## src/rtl/cmd_pkg.sv

```systemverilog
// Shared definitions for the host command frame parser: FSM states,
// error codes and the default frame start marker.
package cmd_pkg;

  typedef enum logic [2:0] {
    ST_IDLE,
    ST_CMD,
    ST_LEN,
    ST_PAYLOAD,
    ST_CSUM,
    ST_HOLD
  } state_t;

  typedef logic [1:0] err_t;

  localparam err_t ERR_NONE    = 2'd0;
  localparam err_t ERR_LEN     = 2'd1;
  localparam err_t ERR_CSUM    = 2'd2;
  localparam err_t ERR_TIMEOUT = 2'd3;

  localparam logic [7:0] DEFAULT_SYNC_BYTE = 8'hAA;

  // Error counter stops at 255 instead of wrapping.
  function automatic logic [7:0] sat_inc8(input logic [7:0] v);
    return (v == 8'hFF) ? v : v + 8'd1;
  endfunction

endpackage

```

## src/rtl/cmd_timeout_counter.sv

```systemverilog
// Inter-byte timeout: counts enabled idle cycles since the last clear and
// pulses 'expired' on the cycle the count would reach TIMEOUT_CYCLES.
module cmd_timeout_counter #(
  parameter int TIMEOUT_CYCLES = 1024
) (
  input  logic clk,
  input  logic rst_n,
  input  logic clear,
  input  logic enable,
  output logic expired
);

  generate
    if (TIMEOUT_CYCLES == 0) begin : g_off
      logic unused_inputs;
      assign unused_inputs = ^{clk, rst_n, clear, enable};
      assign expired       = 1'b0;
    end else begin : g_on
      localparam int CW = $clog2(TIMEOUT_CYCLES + 1);
      logic [CW-1:0] count_reg;
      logic          terminal;

      // A clear on the terminal cycle wins: the byte arrived in time.
      assign terminal = enable && !clear && (count_reg == CW'(TIMEOUT_CYCLES - 1));
      assign expired  = terminal;

      always_ff @(posedge clk or negedge rst_n) begin
        if (!rst_n) begin
          count_reg <= '0;
        end else if (clear || !enable || terminal) begin
          count_reg <= '0;
        end else begin
          count_reg <= count_reg + CW'(1);
        end
      end
    end
  endgenerate

endmodule

```

## src/rtl/cmd_frame_parser.sv

```systemverilog
// Frames the FX2 command byte stream as SYNC/CMD/LEN/payload/[XOR checksum]
// and holds one complete command for the register file until acknowledged.
module cmd_frame_parser
  import cmd_pkg::*;
#(
  parameter int         MAX_PAYLOAD    = 8,
  parameter logic [7:0] SYNC_BYTE      = DEFAULT_SYNC_BYTE,
  parameter bit         CHECKSUM_EN    = 1'b1,
  parameter int         TIMEOUT_CYCLES = 1024
) (
  input  logic                     clk,
  input  logic                     reset_n,
  input  logic                     in_valid,
  input  logic [7:0]               in_data,
  output logic                     in_ready,
  output logic                     cmd_rdy,
  input  logic                     cmd_ack,
  output logic [7:0]               cmd_code,
  output logic [5:0]               cmd_len,
  output logic [8*MAX_PAYLOAD-1:0] cmd_payload,
  output logic                     err_pulse,
  output logic [1:0]               err_code,
  output logic [7:0]               err_count
);

  localparam logic [7:0] MAX_LEN = 8'(MAX_PAYLOAD);

  state_t                   state_reg, state_next;
  logic [7:0]               code_reg, code_next;
  logic [5:0]               len_reg, len_next;
  logic [8*MAX_PAYLOAD-1:0] payload_reg, payload_next;
  logic [5:0]               idx_reg, idx_next;
  logic [7:0]               xor_reg, xor_next;
  logic                     err_pulse_reg, err_pulse_next;
  err_t                     err_code_reg, err_code_next;
  logic [7:0]               err_count_reg, err_count_next;

  logic                     accept;
  logic                     timer_en;
  logic                     timer_expired;
  logic                     err_raise;
  err_t                     err_sel;
  logic [MAX_PAYLOAD-1:0]   byte_we;

  assign accept   = in_valid && in_ready;
  assign timer_en = (state_reg == ST_CMD) || (state_reg == ST_LEN) ||
                    (state_reg == ST_PAYLOAD) || (state_reg == ST_CSUM);

  cmd_timeout_counter #(
    .TIMEOUT_CYCLES(TIMEOUT_CYCLES)
  ) u_timeout (
    .clk    (clk),
    .rst_n  (reset_n),
    .clear  (accept),
    .enable (timer_en),
    .expired(timer_expired)
  );

  // One write strobe per payload slot, selected by the running byte index.
  generate
    for (genvar gi = 0; gi < MAX_PAYLOAD; gi++) begin : g_byte_we
      assign byte_we[gi] = (state_reg == ST_PAYLOAD) && accept && (idx_reg == 6'(gi));
    end
  endgenerate

  always_comb begin
    state_next     = state_reg;
    code_next      = code_reg;
    len_next       = len_reg;
    payload_next   = payload_reg;
    idx_next       = idx_reg;
    xor_next       = xor_reg;
    err_pulse_next = 1'b0;
    err_code_next  = err_code_reg;
    err_count_next = err_count_reg;
    err_raise      = 1'b0;
    err_sel        = ERR_NONE;

    for (int i = 0; i < MAX_PAYLOAD; i++) begin
      if (byte_we[i]) payload_next[i*8 +: 8] = in_data;
    end

    case (state_reg)
      ST_IDLE: begin
        if (accept && (in_data == SYNC_BYTE)) begin
          state_next   = ST_CMD;
          payload_next = '0;
        end
      end
      ST_CMD: begin
        if (accept) begin
          code_next  = in_data;
          xor_next   = in_data;
          state_next = ST_LEN;
        end
      end
      ST_LEN: begin
        if (accept) begin
          if ((in_data == 8'd0) || (in_data > MAX_LEN)) begin
            err_raise  = 1'b1;
            err_sel    = ERR_LEN;
            state_next = ST_IDLE;
          end else begin
            len_next   = in_data[5:0];
            xor_next   = xor_reg ^ in_data;
            idx_next   = '0;
            state_next = ST_PAYLOAD;
          end
        end
      end
      ST_PAYLOAD: begin
        if (accept) begin
          xor_next = xor_reg ^ in_data;
          idx_next = idx_reg + 6'd1;
          if ((idx_reg + 6'd1) == len_reg) begin
            state_next = CHECKSUM_EN ? ST_CSUM : ST_HOLD;
          end
        end
      end
      ST_CSUM: begin
        if (accept) begin
          if (in_data == xor_reg) begin
            state_next = ST_HOLD;
          end else begin
            err_raise  = 1'b1;
            err_sel    = ERR_CSUM;
            state_next = ST_IDLE;
          end
        end
      end
      ST_HOLD: begin
        if (cmd_ack) state_next = ST_IDLE;
      end
      default: state_next = ST_IDLE;
    endcase

    // Expiry only fires on cycles without an accepted byte.
    if (timer_expired) begin
      err_raise  = 1'b1;
      err_sel    = ERR_TIMEOUT;
      state_next = ST_IDLE;
    end

    if (err_raise) begin
      err_pulse_next = 1'b1;
      err_code_next  = err_sel;
      err_count_next = sat_inc8(err_count_reg);
    end
  end

  always_ff @(posedge clk or negedge reset_n) begin
    if (!reset_n) begin
      state_reg     <= ST_IDLE;
      code_reg      <= '0;
      len_reg       <= '0;
      payload_reg   <= '0;
      idx_reg       <= '0;
      xor_reg       <= '0;
      err_pulse_reg <= 1'b0;
      err_code_reg  <= ERR_NONE;
      err_count_reg <= '0;
    end else begin
      state_reg     <= state_next;
      code_reg      <= code_next;
      len_reg       <= len_next;
      payload_reg   <= payload_next;
      idx_reg       <= idx_next;
      xor_reg       <= xor_next;
      err_pulse_reg <= err_pulse_next;
      err_code_reg  <= err_code_next;
      err_count_reg <= err_count_next;
    end
  end

  assign in_ready    = (state_reg != ST_HOLD);
  assign cmd_rdy     = (state_reg == ST_HOLD);
  assign cmd_code    = code_reg;
  assign cmd_len     = len_reg;
  assign cmd_payload = payload_reg;
  assign err_pulse   = err_pulse_reg;
  assign err_code    = err_code_reg;
  assign err_count   = err_count_reg;

endmodule

```

## config.mk

```make
export PLATFORM = sky130hd
export DESIGN_NAME = cmd_frame_parser
export DESIGN_NICKNAME = d
export VERILOG_FILES = /design/src/rtl/cmd_pkg.sv /design/src/rtl/cmd_timeout_counter.sv /design/src/rtl/cmd_frame_parser.sv
export SDC_FILE = /design/constraint.sdc
export NUM_CORES = 1
export LEC_CHECK = 0
export CAP_MARGIN = 40
export CORE_ASPECT_RATIO = 0.75
export CORE_UTILIZATION = 45
export CTS_BUF_LIST = sky130_fd_sc_hd__clkbuf_4 sky130_fd_sc_hd__clkbuf_8
export CTS_CLUSTER_SIZE = 25
export DETAILED_ROUTE_END_ITERATION = 12
export PLACE_DENSITY = 0.69
export SYNTH_ARGS = -nofsm -noshare
export SYNTH_HDL_FRONTEND = slang
export SYNTH_SLANG_ARGS = --single-unit
```

## constraint.sdc

```tcl
create_clock -name clk -period 2.85 [get_ports clk]
set_clock_uncertainty 0.05 [all_clocks]
set_input_delay 0.57 -clock clk [delete_from_list [all_inputs] [get_ports clk]]
set_output_delay 0.57 -clock clk [all_outputs]
set_load 0.1 [all_outputs]
```

==> impl_summary.log <==
[metrics] met1 Resource Use GR: 0.324
[metrics] number of distinct standard cells referenced by the synthesized netlist: 57
[metrics] Core Area: 0.0119 mm2
[metrics] startpoint-to-endpoint class of the critical path: input pin to register
[metrics] status: completed
[metrics] number of cells produced by synthesis: 513
[metrics] CTS Sinks: ~120
[metrics] Post-CTS Setup Inserts: 0
[metrics] cell area after synthesis: ~0.0056 mm2
[metrics] filler cell count: between 900 and 1000
[metrics] vias in the first global route: between 4000 and 5000
[metrics] met3 Resource Use GR: 0.0586
[metrics] top cells by instance count after synthesis: sky130_fd_sc_hd__dfrtp_1, sky130_fd_sc_hd__nor2_1, sky130_fd_sc_hd__mux2i_1, sky130_fd_sc_hd__nand2_1
[metrics] Resized cells post-CTS: 0
[metrics] Tcrit/Tclk final: 0.860
[metrics] ratio of routed vias to standard cells: 5.27
[metrics] most frequently used cell type in the post-synthesis netlist: sky130_fd_sc_hd__dfrtp_1
[metrics] launching instance or port of the critical path: in_data[1]
[metrics] most used flip-flop cell after synthesis: sky130_fd_sc_hd__dfrtp_1
[metrics] count of yosys warnings during synthesis: 0
[metrics] clock insertion delay at the later pin of the skew report: between 400 and 500 ps
[metrics] remaining global-route overflow: 0
[metrics] Crit. End Element: register
[metrics] top cells by area, synth: sky130_fd_sc_hd__dfrtp_1, sky130_fd_sc_hd__mux2i_1, sky130_fd_sc_hd__nor2_1, sky130_fd_sc_hd__xnor2_1, sky130_fd_sc_hd__mux2_2
[metrics] fraction of synthesis flops using an asynchronous set or reset pin: 1.00
[metrics] First-pass DRT Iterations: 4
[metrics] Fin Setup TNS: 0 ps
[metrics] CP arrival: between 2000 and 3000 ps
[metrics] Critical Path Fanout Max: 15
[metrics] Finish-stage setup viols: 0
[metrics] sequential fraction of the synthesis area: 0.523
[metrics] busiest layer in global routing: met2
[metrics] initial antenna violation count: 0
[metrics] reg-to-reg setup timing slack: around 530 ps
[metrics] max-slew violation total from the final report: 0
[metrics] Hold WS: 62.0 ps
[metrics] Ant. Diodes: 0
[metrics] syn_nets: 531
[metrics] cell chosen for the clock root: sky130_fd_sc_hd__clkbuf_8
[metrics] io pins: approximately 100
[metrics] setup repair after global routing missed its margin: false
[metrics] Final Hold Fails: 0
[metrics] kind of launch point of the worst setup path: input pin
[metrics] Highest Clock Rate: ~410 MHz
[metrics] synthesis-to-layout area growth: 26.6%
[metrics] class of the tightest hold or removal check: input pin to asynchronous set/reset pin
[metrics] area share of the largest cell type after synthesis: 0.523
[metrics] count of hold-fix buffers inserted at cts: 0
[metrics] VDD IR max: slightly above 1000 uV
[metrics] effective utilization at floorplan: 0.472
[metrics] max capacitance violation total: 0
[metrics] clock transition at the register clock pins on the worst setup and hold paths after CTS: 70 ps
[metrics] Starting DRT DRC Count: between 200 and 250
[metrics] DIE WIDTH: 131 um
[metrics] largest area contributor in the synthesized netlist: sky130_fd_sc_hd__dfrtp_1
[metrics] final net count: 642
[metrics] global-route usage over all layers: 0.228
[metrics] y dimension of the die: around 99 um
[metrics] fraction of final layout cells with drive strength greater than 1: 0.278
[metrics] PortBufs: about 100
[metrics] mean instance size in the synthesized netlist: approximately 11 um2
[metrics] Worst Reg-to-Reg Cells: 5
[metrics] Std-Cell Rows: 34
[metrics] clock tree from TritonCTS: built
[metrics] number of antenna-violating nets in the routed design: 0
[metrics] required arrival time at the worst endpoint: 3150 ps
[metrics] flip-flop count of the largest register, all copies and words added: 64
[metrics] Crit Reg-Reg Startpoint: idx_reg[2]$_DFFE_PN0P_
[metrics] time the worst path needs with I/O delays and setup: ~2400 ps
[metrics] wire length per cell after detailed routing: 17.2 um
[metrics] detailed placement HPWL: approximately 9.4 mm
[metrics] number of buffers added by the clock tree synthesis step: 17
[metrics] Pwr per Cell Area: around 1300 mW/mm2
[metrics] final WL: around 14 mm
[metrics] global placement routability congestion: around 0.79
[metrics] number of buffers between clock root and the deepest sink: 2
[metrics] DR DRC count: 0
[metrics] flop and latch count out of synthesis: around 120
[metrics] grt met2 use: 0.340
[metrics] headroom to the max-slew limit: 0.525
[metrics] H-Tree Level Count: 4
[metrics] total number of vias: 4212
[metrics] Die Footprint: 0.0129 mm2
[metrics] maximum number of pins on one net before global-route repair: 65
[metrics] Worst-Margin Slew: approximately 700 ps
[metrics] Crit Reg-Reg Endpoint: state_reg[0]$_DFFE_PN0P_
[metrics] leakage: about 0.0036 uW
[metrics] number of flops mapped to enable cells by yosys: 0
[metrics] global-route wire length before repair: roughly 22 mm
-- stage by stage --
stage	worst slack, ps	cells	instance area [um2]	utilization	power [uW]
after floorplan	64.8	513	5600	-	6330
after global placement	63.2	767	6670	0.562	7340
after detailed placement	8.86	767	6670	0.562	7430
after CTS	398	799	7090	0.597	9060
after global routing	280	799	7090	0.597	9430
final	400	799	7090	0.597	9020
-- worst max-delay path, cell delays in order --
cell and delay [ps]:
sky130_fd_sc_hd__clkdlybuf4s50_1 420, sky130_fd_sc_hd__buf_4 230, sky130_fd_sc_hd__o31ai_2 360, sky130_fd_sc_hd__buf_4 200
sky130_fd_sc_hd__a41oi_1 330, sky130_fd_sc_hd__or3_1 440, sky130_fd_sc_hd__a31oi_1 190
-- cell type report --
type / count / area [um2] / share of cell area
clock inverter: 12 / 154 / 0.0217
inverter: 10 / 37.5 / 0.00529
clock buffer: 20 / 269 / 0.0379
timing repair buffer: 128 / 1020 / 0.144
sequential: 117 / 2930 / 0.413
tap: 162 / 203 / 0.0286
multi-input combinational: 350 / 2480 / 0.349
-- cells in the final DEF (no fill, tap or decap), types with 6 or more instances in the layout --
cell type and count:
sky130_fd_sc_hd__a21oi_1 15, sky130_fd_sc_hd__a31oi_1 10, sky130_fd_sc_hd__and2_1 7, sky130_fd_sc_hd__and3_1 8
sky130_fd_sc_hd__buf_4 115, sky130_fd_sc_hd__clkbuf_8 19, sky130_fd_sc_hd__clkdlybuf4s50_1 10, sky130_fd_sc_hd__dfrtp_1 117
sky130_fd_sc_hd__ha_1 6, sky130_fd_sc_hd__inv_1 10, sky130_fd_sc_hd__mux2_2 10, sky130_fd_sc_hd__mux2i_1 65
sky130_fd_sc_hd__nand2_1 21, sky130_fd_sc_hd__nand3_1 11, sky130_fd_sc_hd__nand4_1 9, sky130_fd_sc_hd__nor2_1 81
sky130_fd_sc_hd__o21ai_0 7, sky130_fd_sc_hd__o21ai_1 6, sky130_fd_sc_hd__or3_1 10, sky130_fd_sc_hd__xnor2_1 18
sky130_fd_sc_hd__xor2_1 12
-- metal layers --
metal | vias to the layer above | wire, um
met5 | - | 0
met4 | 0 | 111
met3 | 11 | 879
met2 | 122 | 6330
met1 | 2085 | 6420
li1 | 1994 | -
-- kinds of logic (layout without fill, tap and decap cells) --
| logic type | count (synthesis) | count (layout) | share of synthesized area |
|---|---|---|---|
| AOI/OAI and AO/OA | 58 | 58 | 0.0753 |
| xor gates and xnor gates | 30 | 30 | 0.0469 |
| adders and majority gates | 6 | 6 | 0.0134 |
| buffers and inverters | 46 | 170 | 0.0364 |
| DFF | 117 | 117 | 0.523 |
| muxes | 79 | 79 | 0.144 |
| and+or+nand+nor | 177 | 177 | 0.161 |
-- worst max path at each step --
stage	end	slack [ps]	cells after the start
2_1_floorplan	cmd_rdy	60	4
3_3_place_gp	err_count[1]$_DFFE_PN0P_	60	6
3_5_place_dp	err_count[6]$_DFFE_PN0P_	9	6
4_1_cts	cmd_rdy	400	4
5_1_grt	cmd_rdy	280	4
6_report	xor_reg[3]$_DFFE_PN0P_	400	7
-- report_power, final --
part	internal, uW	leakage [uW]	switching [uW]
clock	919	0.000208	702
combinational	1150	0.00184	3640
sequential	2140	0.00153	466
total	4210	0.00358	4810
Note: power is estimated with default switching activity, not from simulation.
